==> config.mk <==
export PLATFORM = sky130hd
export DESIGN_NAME = uart_tx
export DESIGN_NICKNAME = d
export VERILOG_FILES = /design/src/rtl/uart_pkg.sv /design/src/rtl/uart_baud_gen.sv /design/src/rtl/uart_tx.sv
export SDC_FILE = /design/constraint.sdc
export NUM_CORES = 1
export LEC_CHECK = 0
export ABC_CLOCK_PERIOD_IN_PS = 2380
export CORE_ASPECT_RATIO = 0.75
export CORE_MARGIN = 2
export CORE_UTILIZATION = 23
export DETAILED_ROUTE_END_ITERATION = 10
export PLACE_DENSITY_LB_ADDON = 0.12
export SLEW_MARGIN = 0
export SYNTH_ARGS = -nofsm -noshare
export SYNTH_HDL_FRONTEND = slang
export SYNTH_SLANG_ARGS = --single-unit
==> constraint.sdc <==
create_clock -name clk -period 2.38 [get_ports clk]
set_input_delay 0.476 -clock clk [delete_from_list [all_inputs] [get_ports clk]]
set_output_delay 0.476 -clock clk [all_outputs]
set_load 0.01 [all_outputs]
==> src/rtl/uart_pkg.sv <==
// rtl/uart_pkg.sv - shared types and constants for the UART blocks
//
// Purpose: frame-sequencer state encoding and default baud divisor used by
// uart_tx (and a future uart_rx).
// Ports: none (package).

package uart_pkg;

  // Frame sequencer states, in transmission order.
  typedef enum logic [2:0] {
    IDLE   = 3'd0,
    START  = 3'd1,
    DATA   = 3'd2,
    PARITY = 3'd3,
    STOP   = 3'd4
  } uart_tx_state_t;

  // 100 MHz system clock divided down to 115200 baud.
  localparam int CLKS_PER_BIT_115200 = 868;

  // Number of serial bit times in one frame.
  function automatic int frame_bits(input int data_width, input int parity_en,
                                    input int stop_bits);
    return 1 + data_width + ((parity_en != 0) ? 1 : 0) + stop_bits;
  endfunction

endpackage

==> src/rtl/uart_baud_gen.sv <==
// rtl/uart_baud_gen.sv - bit-period divider producing one tick per serial bit
//
// Purpose: counts system clocks 0..CLKS_PER_BIT-1 while enabled and flags the
// last clock of every bit period. Held at zero while disabled so the first bit
// after enabling is a full period long.
// Ports:
//   clk      in  system clock
//   rst      in  synchronous active-high reset
//   en       in  count enable (high while a frame is in progress)
//   bit_tick out high on the last clock of each bit period

module uart_baud_gen #(
  parameter int CLKS_PER_BIT = 868
) (
  input  logic clk,
  input  logic rst,
  input  logic en,
  output logic bit_tick
);

  localparam int CW = (CLKS_PER_BIT > 1) ? $clog2(CLKS_PER_BIT) : 1;
  localparam logic [CW-1:0] LAST = CW'(CLKS_PER_BIT - 1);

  logic [CW-1:0] cnt_q;
  logic [CW-1:0] cnt_d;

  assign bit_tick = en & (cnt_q == LAST);

  always_comb begin
    cnt_d = cnt_q;
    if (!en) begin
      cnt_d = '0;
    end else if (cnt_q == LAST) begin
      cnt_d = '0;
    end else begin
      cnt_d = cnt_q + 1'b1;
    end
  end

  always_ff @(posedge clk) begin
    if (rst) begin
      cnt_q <= '0;
    end else begin
      cnt_q <= cnt_d;
    end
  end

endmodule

==> src/rtl/uart_tx.sv <==
// rtl/uart_tx.sv - asynchronous serial transmitter with valid/ready word input
//
// Purpose: accepts one word per valid/ready handshake and sends it as
// start bit, LSB-first data, optional parity and 1 or 2 stop bits.
// Ports:
//   clk      in  system clock
//   rst      in  synchronous active-high reset (truncates a frame in flight)
//   data_i   in  word to send, sampled only on a handshake
//   valid_i  in  upstream word valid
//   ready_o  out high when a word can be accepted (IDLE and not in reset)
//   tx_o     out serial line, idles high
//   busy_o   out high while a frame is in progress

module uart_tx
  import uart_pkg::*;
#(
  parameter int DATA_WIDTH   = 8,
  parameter int CLKS_PER_BIT = CLKS_PER_BIT_115200,
  parameter int PARITY_EN    = 0,
  parameter int PARITY_ODD   = 0,
  parameter int STOP_BITS    = 1
) (
  input  logic                  clk,
  input  logic                  rst,
  input  logic [DATA_WIDTH-1:0] data_i,
  input  logic                  valid_i,
  output logic                  ready_o,
  output logic                  tx_o,
  output logic                  busy_o
);

  localparam int BW = $clog2(DATA_WIDTH + 1);
  localparam logic [BW-1:0] LAST_DATA = BW'(DATA_WIDTH - 1);
  localparam logic          LAST_STOP = (STOP_BITS == 2);

  uart_tx_state_t        state_q;
  logic                  tx_q;
  logic                  busy_q;
  logic [BW-1:0]         bit_idx_q;
  logic                  stop_idx_q;
  logic [DATA_WIDTH-1:0] shift_q;
  logic [DATA_WIDTH-1:0] shift_nxt;
  logic                  parity_q;

  logic handshake;
  logic baud_en;
  logic bit_tick;

  // ready_o must drop in the reset cycle itself so a word offered alongside
  // rst is never taken.
  assign ready_o   = (state_q == IDLE) & ~rst;
  assign handshake = valid_i & ready_o;
  assign baud_en   = (state_q != IDLE);
  assign shift_nxt = shift_q >> 1;

  assign tx_o   = tx_q;
  assign busy_o = busy_q;

  uart_baud_gen #(
    .CLKS_PER_BIT(CLKS_PER_BIT)
  ) u_baud (
    .clk     (clk),
    .rst     (rst),
    .en      (baud_en),
    .bit_tick(bit_tick)
  );

  // Word and parity capture. Deliberately not reset: the contents only matter
  // once a handshake has reloaded them.
  always_ff @(posedge clk) begin
    if (handshake) begin
      shift_q  <= data_i;
      parity_q <= (PARITY_ODD != 0) ? ~^data_i : ^data_i;
    end else if ((state_q == DATA) && bit_tick) begin
      shift_q <= shift_nxt;
    end
  end

  // Frame sequencer. tx_q is loaded with the value of the next bit on the
  // same edge that enters that bit, so the line is a clean register output.
  always_ff @(posedge clk) begin
    if (rst) begin
      state_q    <= IDLE;
      tx_q       <= 1'b1;
      busy_q     <= 1'b0;
      bit_idx_q  <= '0;
      stop_idx_q <= 1'b0;
    end else begin
      case (state_q)
        IDLE: begin
          if (handshake) begin
            state_q    <= START;
            tx_q       <= 1'b0;
            busy_q     <= 1'b1;
            bit_idx_q  <= '0;
            stop_idx_q <= 1'b0;
          end
        end

        START: begin
          if (bit_tick) begin
            state_q <= DATA;
            tx_q    <= shift_q[0];
          end
        end

        DATA: begin
          if (bit_tick) begin
            // Counts up to DATA_WIDTH and stays there for the rest of the frame.
            bit_idx_q <= bit_idx_q + 1'b1;
            if (bit_idx_q == LAST_DATA) begin
              if (PARITY_EN != 0) begin
                state_q <= PARITY;
                tx_q    <= parity_q;
              end else begin
                state_q <= STOP;
                tx_q    <= 1'b1;
              end
            end else begin
              tx_q <= shift_nxt[0];
            end
          end
        end

        PARITY: begin
          if (bit_tick) begin
            state_q <= STOP;
            tx_q    <= 1'b1;
          end
        end

        STOP: begin
          if (bit_tick) begin
            if (stop_idx_q == LAST_STOP) begin
              state_q <= IDLE;
              busy_q  <= 1'b0;
            end else begin
              stop_idx_q <= 1'b1;
            end
          end
        end

        default: begin
          state_q <= IDLE;
          tx_q    <= 1'b1;
          busy_q  <= 1'b0;
        end
      endcase
    end
  end

endmodule
=== After elaboration in Yosys (flattened, before gate mapping) ===
Index checks and enable logic that the tools add are counted.

* Add/subtract/negate cells: 2
* Equality and inequality tests: 13
* Multiplexer cells: 26
* Bitwise logic cells: 7
* Reduce and logical (&&, ||, !) cells: 13

{| class="wikitable"
|+ Operators by type and width
! kind !! count
|-
| $mux 3 || 7
|-
| $mux 8 || 2
|-
| $pmux 3 s5 || 1
|-
| $ne 2x2->1 const B || 6
|-
| $add 10x1->10 const B || 1
|-
| $eq 10x10->1 const B || 1
|-
| $mux 1 || 10
|-
| $mux 4 || 2
|-
| $pmux 4 s2 || 1
|-
| $reduce_and 7->1 || 1
|-
| $eq 3x2->1 const B || 2
|-
| $reduce_and 3->1 || 2
|-
| $reduce_bool 2->1 || 3
|-
| $reduce_or 3->1 || 2
|-
| $pmux 1 s5 || 1
|-
| $reduce_and 5->1 || 1
|-
| $add 4x1->4 const B || 1
|-
| $eq 4x3->1 const B || 1
|-
| $not 1->1 || 4
|-
| $reduce_and 4->1 || 1
|-
| $and 1x1->1 || 3
|-
| $eq 3x1->1 const B || 1
|-
| $eq 3x3->1 const B || 1
|-
| $logic_not 3->1 || 1
|-
| other kinds (5) || 5
|}

* Register bits: 28
* Bits of input ports: 11
* Word-level logic and storage cells: 68

=== Depth between registers and ports, before layout ===
Gate-level depths: netlist (run 1).

* Word-level depth: 5
* Gate-level depth with buffers: 6
* Gate-level depth less buffers: 5

=== Cells and area by module ===
From an unflattened synthesis (run 1), not the netlist that was laid out.

* Cells, all modules: 136
* Area, all modules: 1,336.3 um2

{| class="wikitable"
|+ By module, submodules not included
! module !! instances !! cells each !! area an instance (um2)
|-
| uart_tx || 1 || 80 || 868.3
|-
| uart_baud_gen || 1 || 56 || 467.9
|}

=== Worst setup path after synthesis (run 1) ===
Ideal clock, no wire load.

* Path type: register to register
* Start point: reg u_baud.cnt_q[0]
* End point: reg bit_idx_q[0]
* Setup time: 0.071 ns
* Arrival: 1.497 ns
* Path slack: 0.812 ns
* Cell stages (with the launch flop): 6
* Path through: dfxtp_1 -> ha_1 -> and4b_4 -> nand4_4 -> or4b_1 -> o21ai_1

* Cells in the longest elaborated chain, start to end: 4

{| class="wikitable"
|+ Ends and longest elaborated chain
! element !! RTL line !! RTL
|-
| start, declared || uart_baud_gen.sv:24 || <nowiki>logic [CW-1:0] cnt_q;</nowiki>
|-
| start signal, assigned || uart_baud_gen.sv:44 || <nowiki>cnt_q <= cnt_d;</nowiki>
|-
| $eq 10x10->1 || uart_baud_gen.sv:27 || <nowiki>assign bit_tick = en & (cnt_q == LAST);</nowiki>
|-
| $and 1x1->1 || uart_baud_gen.sv:27 ||
|-
| $ne 2x2->1 (no line) || -- ||
|-
| $reduce_and 3->1 (no line) || -- ||
|-
| end signal, assigned || uart_tx.sv:110 || <nowiki>bit_idx_q <= bit_idx_q + 1'b1;</nowiki>
|-
| end, declared || uart_tx.sv:39 || <nowiki>logic [BW-1:0] bit_idx_q;</nowiki>
|}

No other way between the ends.
A chain may end at the register's enable or synchronous reset.

=== Worst setup path in the final report (run 1) ===
* Start point: in rst
* End point: out ready_o

* Cells in the longest elaborated chain, start to end: 2

{| class="wikitable"
|+ Ends and longest elaborated chain
! element !! RTL line !! RTL
|-
| start, declared || uart_tx.sv:24 || <nowiki>input logic rst,</nowiki>
|-
| $not 1->1 || uart_tx.sv:51 || <nowiki>assign ready_o = (state_q == IDLE) & ~rst;</nowiki>
|-
| $and 1x1->1 || uart_tx.sv:51 ||
|-
| end, declared || uart_tx.sv:27 || <nowiki>output logic ready_o,</nowiki>
|}

No other way between the ends.

==> flow_metrics.tcl, run 1 <==
set metrics [dict create \
    status "completed" \
    setup_viol 0 \
    gp_congestion 0.684 \
    antenna_found_initial 0 \
    multi_input_area_um2 637 \
    ys_seq_area_share_pct 46.8 \
    postCtsHoldBufs 0 \
    pin_count 14 \
    grt_max_degree 16 \
    syn_inst 130 \
    p_leak_nw 0.552 \
    pwr-share-comb_pct 12.8 \
    postSynthAreaPerCell_um2 10.2 \
    p_sw_w 0.000211 \
    grt_setup_unrepaired "no" \
    grt_pass1_wl_um 4410 \
    first_pass_iters 4 \
    worstPathArrival_ps 1690 \
    maxCapViolations 0 \
    overflow 0 \
    async_flop_share_pct 0 \
    cellPowerDensity_mw_per_mm2 560 \
    worst_slew_pin_slew_ps 407 \
    drv_slew 0 \
    cts_made_buffers 3 \
    cp-start-kind "input port" \
    worstPathCellList "clkdlybuf4s50_1 > nor4_1 > clkdlybuf4s50_1" \
    hold_viol 0 \
    ys.flop_type "dfxtp_1" \
    period_share_pct 91.2 \
    post_cts.resized_instances 0 \
    cts-root-buf "clkbuf_8" \
    synth_edf_count 8 \
    cpLargestDelayFamily "buffers and inverters" \
    grt_pass1_vias 898 \
    post_drt_wl_per_cell_um 12.3 \
    dp_hpwl_um 2020 \
    drt-initial-drc-count 31 \
    critPathCaptureType "output port" \
    relSlewSlack_pct 72.8 \
    p_clk_share_pct 29.5 \
    postPlaceCellArea_mm2 0.00153 \
    synth_top_area_share_pct 28.7 \
    synth_seq_cells 27 \
    routed_wl_um 2700 \
    switching_share_pct 23.9 \
    p_seq_share_pct 57.7 \
    syn_area_mm2 0.00133 \
    diodes 0 \
    crit_start "rst" \
    vias 944 \
    die_area_mm2 0.00640 \
    crit_top_cell "clkdlybuf4s50_1" \
    hold_class "flop to flop" \
    finalCoreUtilization_pct 29.0 \
    final_antenna_net_count 0 \
    drc 0 \
    fp.dieW_um 91.7 \
    final_cell_area_mm2 0.00158 \
    fp-row-count 23 \
    vdd_drop_max_mv 0.199 \
    cts_sinks 27 \
    setup-tns-final_ps 0 \
    r2r-start "u_baud.cnt_q[0]" \
    path_buf_inv 2 \
    clk_pin_slew_worst_paths_ps 100 \
    synth_fp_nets 143 \
    power.internal_w 0.000672 \
    final_layout_size_suffix_gt1_share_pct 13.9 \
    regArea_um2 621 \
    hp-start "u_baud.cnt_q[0]" \
    critPathKind "input port to output port" \
    critPathMaxFanout 2 \
    layout_min_cycle_time_ps 2170 \
    critPathSlowestCell "clkdlybuf4s50_1" \
    cts_tree "yes" \
    fillers 561 \
    cp_slowest_stage_delay_ps 590 \
    chipHeight_um 69.8 \
    postCtsSetupRepairBufs 0 \
    max_freq_ghz 0.461 \
    nNetsFinal 158 \
    grtUsageTotal_pct 8.77 \
    worst_clock_skew_ps 11.5 \
    yosysTopAreaCell "dfxtp_1" \
    timing.critical_path.required_ps 1900 \
    ys_warn_count 0 \
    htreeDepth 1 \
    core_area_mm2 0.00544 \
    yosys-top-cells-area "dfxtp_1 (29%), edfxtp_1 (18%), mux2_2 (5.9%)" \
    start_util_pct 24.4 \
    io_buffers 13 \
    synthDistinctLibCells 39 \
    areaGrowthSynthToFinish_pct 19.0 \
    clk_latency_ps 270 \
    vias_per_cell 4.31 \
    clockBufferDepth 2 \
]
==> final timing paths <==
path | slack (ps) | end | cells after the start
worst max-delay path | 210 | ready_o | 3
worst min-delay path | 470 | u_baud.cnt_q[0] | 1
worst max register to register | 570 | shift_q[0] | 4
worst min register to register | 470 | u_baud.cnt_q[0] | 1
==> through the flow <==
step | total power (W) | worst slack, ps | hold slack (ps) | std cells
after CTS | 0.000903 | 181 | 474 | 219
after global placement | 0.000634 | 188 | 443 | 215
after floorplan | 0.000593 | 812 | 430 | 130
after global routing | 0.000934 | 140 | 497 | 219
final | 0.000884 | 211 | 471 | 219
after detailed placement | 0.000635 | 204 | 450 | 215
==> worst register-to-register path, stage by stage (launching register included) <==
cell and delay [ps]:
dfxtp_1 390, ha_1 290, and4b_4 300, nand4_4 140
nand2_1 360
==> registers in the layout (all words and copies together), names as in the netlist <==
name          flops
u_baud.cnt_q     10
shift_q           8
bit_idx_q         4
state_q           3
busy_o            1
tx_o              1
==> cells in the mapped netlist, types with 2 or more instances <==
| library cell | instances |
|---|---|
| nand2_1 | 9 |
| or4b_1 | 2 |
| xnor2_1 | 5 |
| o21ai_0 | 3 |
| nor3_1 | 3 |
| mux2i_1 | 2 |
| nand3_1 | 10 |
| mux2_2 | 7 |
| and3_1 | 3 |
| buf_4 | 2 |
| a21oi_1 | 6 |
| o21ai_1 | 2 |
| edfxtp_1 | 8 |
| buf_6 | 3 |
| or3_1 | 2 |
| xor2_1 | 3 |
| ha_1 | 2 |
| inv_1 | 4 |
| dfxtp_1 | 19 |
| nor2_1 | 16 |
==> logic make-up (layout without fill, tap and decap cells) <==
| kind of cell | count (synthesis) | in the layout | share of synthesized area (%) |
|---|---|---|---|
| and+or+nand+nor | 57 | 57 | 25.5 |
| DFF | 27 | 27 | 46.8 |
| AOI/OAI and AO/OA | 17 | 17 | 7.93 |
| buffers and inverters | 10 | 24 | 5.19 |
| muxes | 9 | 9 | 7.45 |
| xor gates and xnor gates | 8 | 8 | 5.28 |
| adders and majority gates | 2 | 2 | 1.89 |
==> cell type report <==
cell class | count | area share (%)
sequential | 27 | 39.3
multi-input combinational | 93 | 40.4
clock buffer | 3 | 2.62
timing repair buffer | 16 | 10.5
clock inverter | 1 | 0.317
tap | 75 | 5.95
inverter | 4 | 0.952
==> power by group through the flow <==
stage,clock [W],sequential [W],combinational (W)
after floorplan,0,0.000511,0.0000819
after global placement,0,0.000520,0.000114
after detailed placement,0,0.000520,0.000115
after CTS,0.000278,0.000510,0.000115
after global routing,0.000295,0.000512,0.000127
final,0.000261,0.000510,0.000113
==> per-layer routing <==
metal	vias to the layer above	global-route usage, %	wire (um)
met5	-	0	0
met4	0	2.53	24
met3	2	2.72	63
met2	7	12.2	1140
met1	444	12.9	1480
li1	491	-	-
==> placed cells by master (no fill, tap or decap), drive strengths merged, types with 4 or more instances in the layout <==
| master | n |
|---|---|
| a21oi | 6 |
| clkdlybuf4s50 | 13 |
| dfxtp | 19 |
| edfxtp | 8 |
| inv | 4 |
| mux2 | 7 |
| nand2 | 9 |
| nand3 | 10 |
| nor2 | 16 |
| nor3 | 5 |
| o21ai | 5 |
| xnor2 | 5 |
No activity file was read; power rests on OpenSTA's default activity.
==> run 2, diff against run 1 <==
Settings changed: CORE_ASPECT_RATIO 0.75 to 0.5, CORE_MARGIN 2 to default, GPL_TIMING_DRIVEN from default to 0.
==> flow_metrics.tcl, run 2 (synthesis gave the netlist of run 1 again) <==
set metrics [dict create \
    post_drt_wl_per_cell_um 11.5 \
    diodes 0 \
    core_area_mm2 0.00552 \
    layout_common_cells "dfxtp_1 (19), nor2_1 (16), clkdlybuf4s50_1 (12)" \
    first_pass_iters 4 \
    relSlewSlack_pct 75.6 \
    wl_met2_um 1050 \
    worstPathCellList "clkdlybuf4s50_1 > nor2b_1 > nand2_1 > buf_4 > nand2_1" \
    critPathSlowestCell "clkdlybuf4s50_1" \
    cts-root-buf "clkbuf_16" \
    grt_setup_unrepaired "no" \
    largestRegisters "u_baud.cnt_q (10), shift_q (8), bit_idx_q (4)" \
    io_buffers 13 \
    cpLargestDelayFamily "buffers and inverters" \
    nNetsFinal 161 \
    timing.critical_path.required_ps 2300 \
    period_share_pct 81.8 \
    cts_tree "yes" \
    grt_pass1_vias 874 \
    max_freq_ghz 0.514 \
    final_layout_size_suffix_gt1_share_pct 15.0 \
    top_register "u_baud.cnt_q" \
    setup-tns-final_ps 0 \
    path_buf_inv 2 \
    clk_pin_slew_worst_paths_ps 60 \
    cp_slowest_stage_delay_ps 510 \
    fin_cells 220 \
    fp-row-count 19 \
    worst_clock_skew_ps 1.12 \
    status "completed" \
    critPathCaptureType "flop" \
    vdd_drop_max_mv 0.270 \
    antenna_found_initial 0 \
    cellPowerDensity_mw_per_mm2 617 \
    routed.top_layer "met4" \
    dp_hpwl_um 1800 \
    finalPower_w 0.00101 \
    drv_slew 0 \
    cp-start-kind "input port" \
    htreeDepth 1 \
    placedCellCount 216 \
    drt-initial-drc-count 32 \
    clk_latency_ps 260 \
    worstPathArrival_ps 1870 \
    crit_top_cell "nand2_1" \
    cts_made_buffers 3 \
    areaGrowthSynthToFinish_pct 22.8 \
    worst_slew_pin_slew_ps 365 \
    critPathMaxFanout 10 \
    final_antenna_net_count 0 \
    final_common_cell "dfxtp_1" \
    drc 0 \
    chipHeight_um 55.7 \
    cts_sinks 27 \
    postCtsSetupRepairBufs 0 \
    start_util_pct 24.0 \
    overflow 0 \
    clockBufferDepth 2 \
    hold_viol 0 \
    hold_class "flop to flop" \
    setup_viol 0 \
    die_area_mm2 0.00609 \
    routed_wl_um 2540 \
    largest_register_ffs 10 \
    pin_count 14 \
    wl_met1_um 1340 \
    dr_wl_met3_um 120 \
    gp_congestion 0.676 \
    fp.dieW_um 109 \
    grtUsageTotal_pct 9.42 \
    grt_pass1_wl_um 4280 \
    critPathKind "input port to flop" \
    p_leak_nw 0.588 \
    layout_min_cycle_time_ps 1950 \
    vias 931 \
    vias_per_cell 4.23 \
    maxCapViolations 0 \
    fillers 589 \
    grt_max_degree 15 \
]
[run 2: worst paths after layout]
check                                     start         endpoint  slack [ps]  depth (start not counted)
worst min register to register  u_baud.cnt_q[0]  u_baud.cnt_q[0]         470                          1
worst max-delay path                    valid_i       shift_q[0]         430                          5
worst min-delay path            u_baud.cnt_q[0]  u_baud.cnt_q[0]         470                          1
worst max register to register  u_baud.cnt_q[0]       shift_q[0]         610                          4
[run 2: worst register-to-register path, cell delays in order (launching register included)]
cell     delay (ps)
dfxtp_1         380
ha_1            280
and4b_4         300
nand4_4         140
nand2_1         340
[run 2: final cells by class]
cell class	instances	area, um2	share of cell area, %
tap	73	91.3	5.61
inverter	4	15.0	0.922
multi-input combinational	93	637	39.1
sequential	27	621	38.1
timing repair buffer	13	133	8.14
clock buffer	4	78.8	4.84
buffer	6	53.8	3.30
[run 2: per-layer routing]
layer | global-route usage [%] | vias up
met5 | 0 | -
met4 | 3.43 | 0
met3 | 3.63 | 2
met2 | 14.1 | 11
met1 | 12.3 | 426
li1 | - | 492
[run 2: repair_timing]
action,in CTS,in global routing
hold buffers,0,0
setup endpoints to repair,0,1
gates resized for setup,0,1
endpoints found under the hold margin,0,0
[run 2: report_power, final]
group          internal, W  switching, W
Sequential        0.000493    0.00000698
Combinational    0.0000650     0.0000629
Clock             0.000229      0.000148
[run 2: per-stage QoR]
| stage | utilization, % | setup WS, ps | hold WS (ps) | area, um2 |
|---|---|---|---|---|
| 2_1_floorplan | - | 812 | 430 | 1330 |
| 5_1_grt | 29.5 | 247 | 489 | 1630 |
| 4_1_cts | 29.5 | 6.10 | 470 | 1630 |
| 3_5_place_dp | 28.1 | 7.30 | 457 | 1550 |
| 3_3_place_gp | 28.1 | 42.9 | 451 | 1550 |
| 6_report | 29.5 | 433 | 467 | 1630 |
==> run 3, diff against run 2 <==
Settings changed: ABC_CLOCK_PERIOD_IN_PS 2380 to 1720.
Clock period 2.38 ns to 1.72 ns, I/O delays scaled along.
==> flow_metrics.tcl, run 3 (synthesis gave the netlist of run 1 again) <==
set metrics [dict create \
    first_pass_iters 4 \
    vias 913 \
    drt-initial-drc-count 27 \
    critPathCaptureType "flop" \
    final_cell_area_mm2 0.00166 \
    worst_clock_skew_ps 1.25 \
    cp-start-kind "flop" \
    final_layout_size_suffix_gt1_share_pct 19.0 \
    regArea_um2 622 \
    gp_congestion 0.676 \
    postCtsSetupRepairBufs 0 \
    die_area_mm2 0.00609 \
    grt_pass1_wl_um 4280 \
    vdd_drop_max_mv 0.376 \
    vias_per_cell 4.15 \
    hold_class "flop to flop" \
    htreeDepth 1 \
    timing.critical_path.required_ps 1920 \
    post_drt_wl_per_cell_um 11.5 \
    largestRegisters "u_baud.cnt_q (10), shift_q (8), bit_idx_q (4)" \
    core_area_mm2 0.00552 \
    top_register "u_baud.cnt_q" \
    critPathKind "flop to flop" \
    final_antenna_net_count 0 \
    finalPower_w 0.00140 \
    clk_pin_slew_worst_paths_ps 60 \
    routed_wl_um 2540 \
    start_util_pct 24.0 \
    cellPowerDensity_mw_per_mm2 845 \
    holdWs_ps 463 \
    hold_viol 0 \
    fp-row-count 19 \
    maxCapViolations 0 \
    cts-root-buf "clkbuf_16" \
    final_common_cell "dfxtp_1" \
    pin_count 14 \
    setup-tns-final_ps 0 \
    io_buffers 13 \
    clk_latency_ps 260 \
    clockBufferDepth 2 \
    worstPathArrival_ps 1820 \
    grtUsageTotal_pct 9.42 \
    cts_tree "yes" \
    diodes 0 \
    relSlewSlack_pct 79.4 \
    overflow 0 \
    max_freq_ghz 0.616 \
    layout_min_cycle_time_ps 1620 \
    cts_sinks 27 \
    status "completed" \
    worstPathCellList "ha_4 > and4b_4 > nand4_4 > or4b_1 > o21ai_1" \
    areaGrowthSynthToFinish_pct 24.9 \
    cp_slowest_stage_delay_ps 490 \
    fp.dieW_um 109 \
    antenna_found_initial 0 \
    cts_made_buffers 3 \
    grt_pass1_vias 875 \
    worst_slew_pin_slew_ps 308 \
    p_leak_nw 0.591 \
    largest_register_ffs 10 \
    grt_setup_unrepaired "no" \
    finalCoreUtilization_pct 30.0 \
    chipHeight_um 55.7 \
    grt_max_degree 15 \
    nNetsFinal 161 \
    fillers 583 \
    dp_hpwl_um 1800 \
    multi_input_area_um2 666 \
    postPlaceCellArea_mm2 0.00155 \
    drc 0 \
    setup_viol 0 \
    critPathSlowestCell "or4b_1" \
    critPathMaxFanout 7 \
    drv_slew 0 \
    period_share_pct 94.4 \
    layout_common_cells "dfxtp_1 (18), nor2_1 (16), clkdlybuf4s50_1 (11)" \
]
-- run 3: worst paths after layout --
check / from / to / slack (ps) / cells after the start
max: u_baud.cnt_q[1] / bit_idx_q[0] / 100 / 5
max reg2reg: u_baud.cnt_q[1] / bit_idx_q[0] / 100 / 5
min reg2reg: u_baud.cnt_q[0] / u_baud.cnt_q[0] / 460 / 1
min: u_baud.cnt_q[0] / u_baud.cnt_q[0] / 460 / 1
-- run 3: final cells by class --
class	count	area share [%]
timing repair buffer	13	7.70
inverter	4	0.906
tap	73	5.51
clock buffer	4	4.76
multi-input combinational	93	40.2
buffer	6	3.40
sequential	27	37.5
-- run 3: layer usage --
metal  up-vias  track usage, %  wire length [um]
met4         0            3.43                22
met5         -               0                 0
met1       408            12.3              1340
met2        11            14.1              1050
li1        492               -                 -
met3         2            3.63               122
-- run 3: power breakdown --
part | leakage (nW) | internal [W] | switching (W)
clock network | 0.0382 | 0.000317 | 0.000207
logic | 0.324 | 0.0000926 | 0.0000890
registers | 0.229 | 0.000683 | 0.0000111
-- run 3: what timing repair did --
item	4_1_cts	5_1_grt
endpoints found under the setup margin	26	27
hold endpoints to repair	0	0
hold buffers	0	0
resized for setup	8	6
-- run 3: worst max-delay path, delay by kind of cell, from the launching register on --
kind | cells | cell delay [ps]
simple gates | 3 | 910
flops | 1 | 390
compound gates | 1 | 80
fa+ha+maj | 1 | 180
-- run 3: through the flow --
step | std cells | worst slack, ps
after global routing | 220 | 3.76
after floorplan | 130 | 152
after global placement | 216 | -426
after CTS | 220 | 13.1
after detailed placement | 216 | -411
final | 220 | 96.4
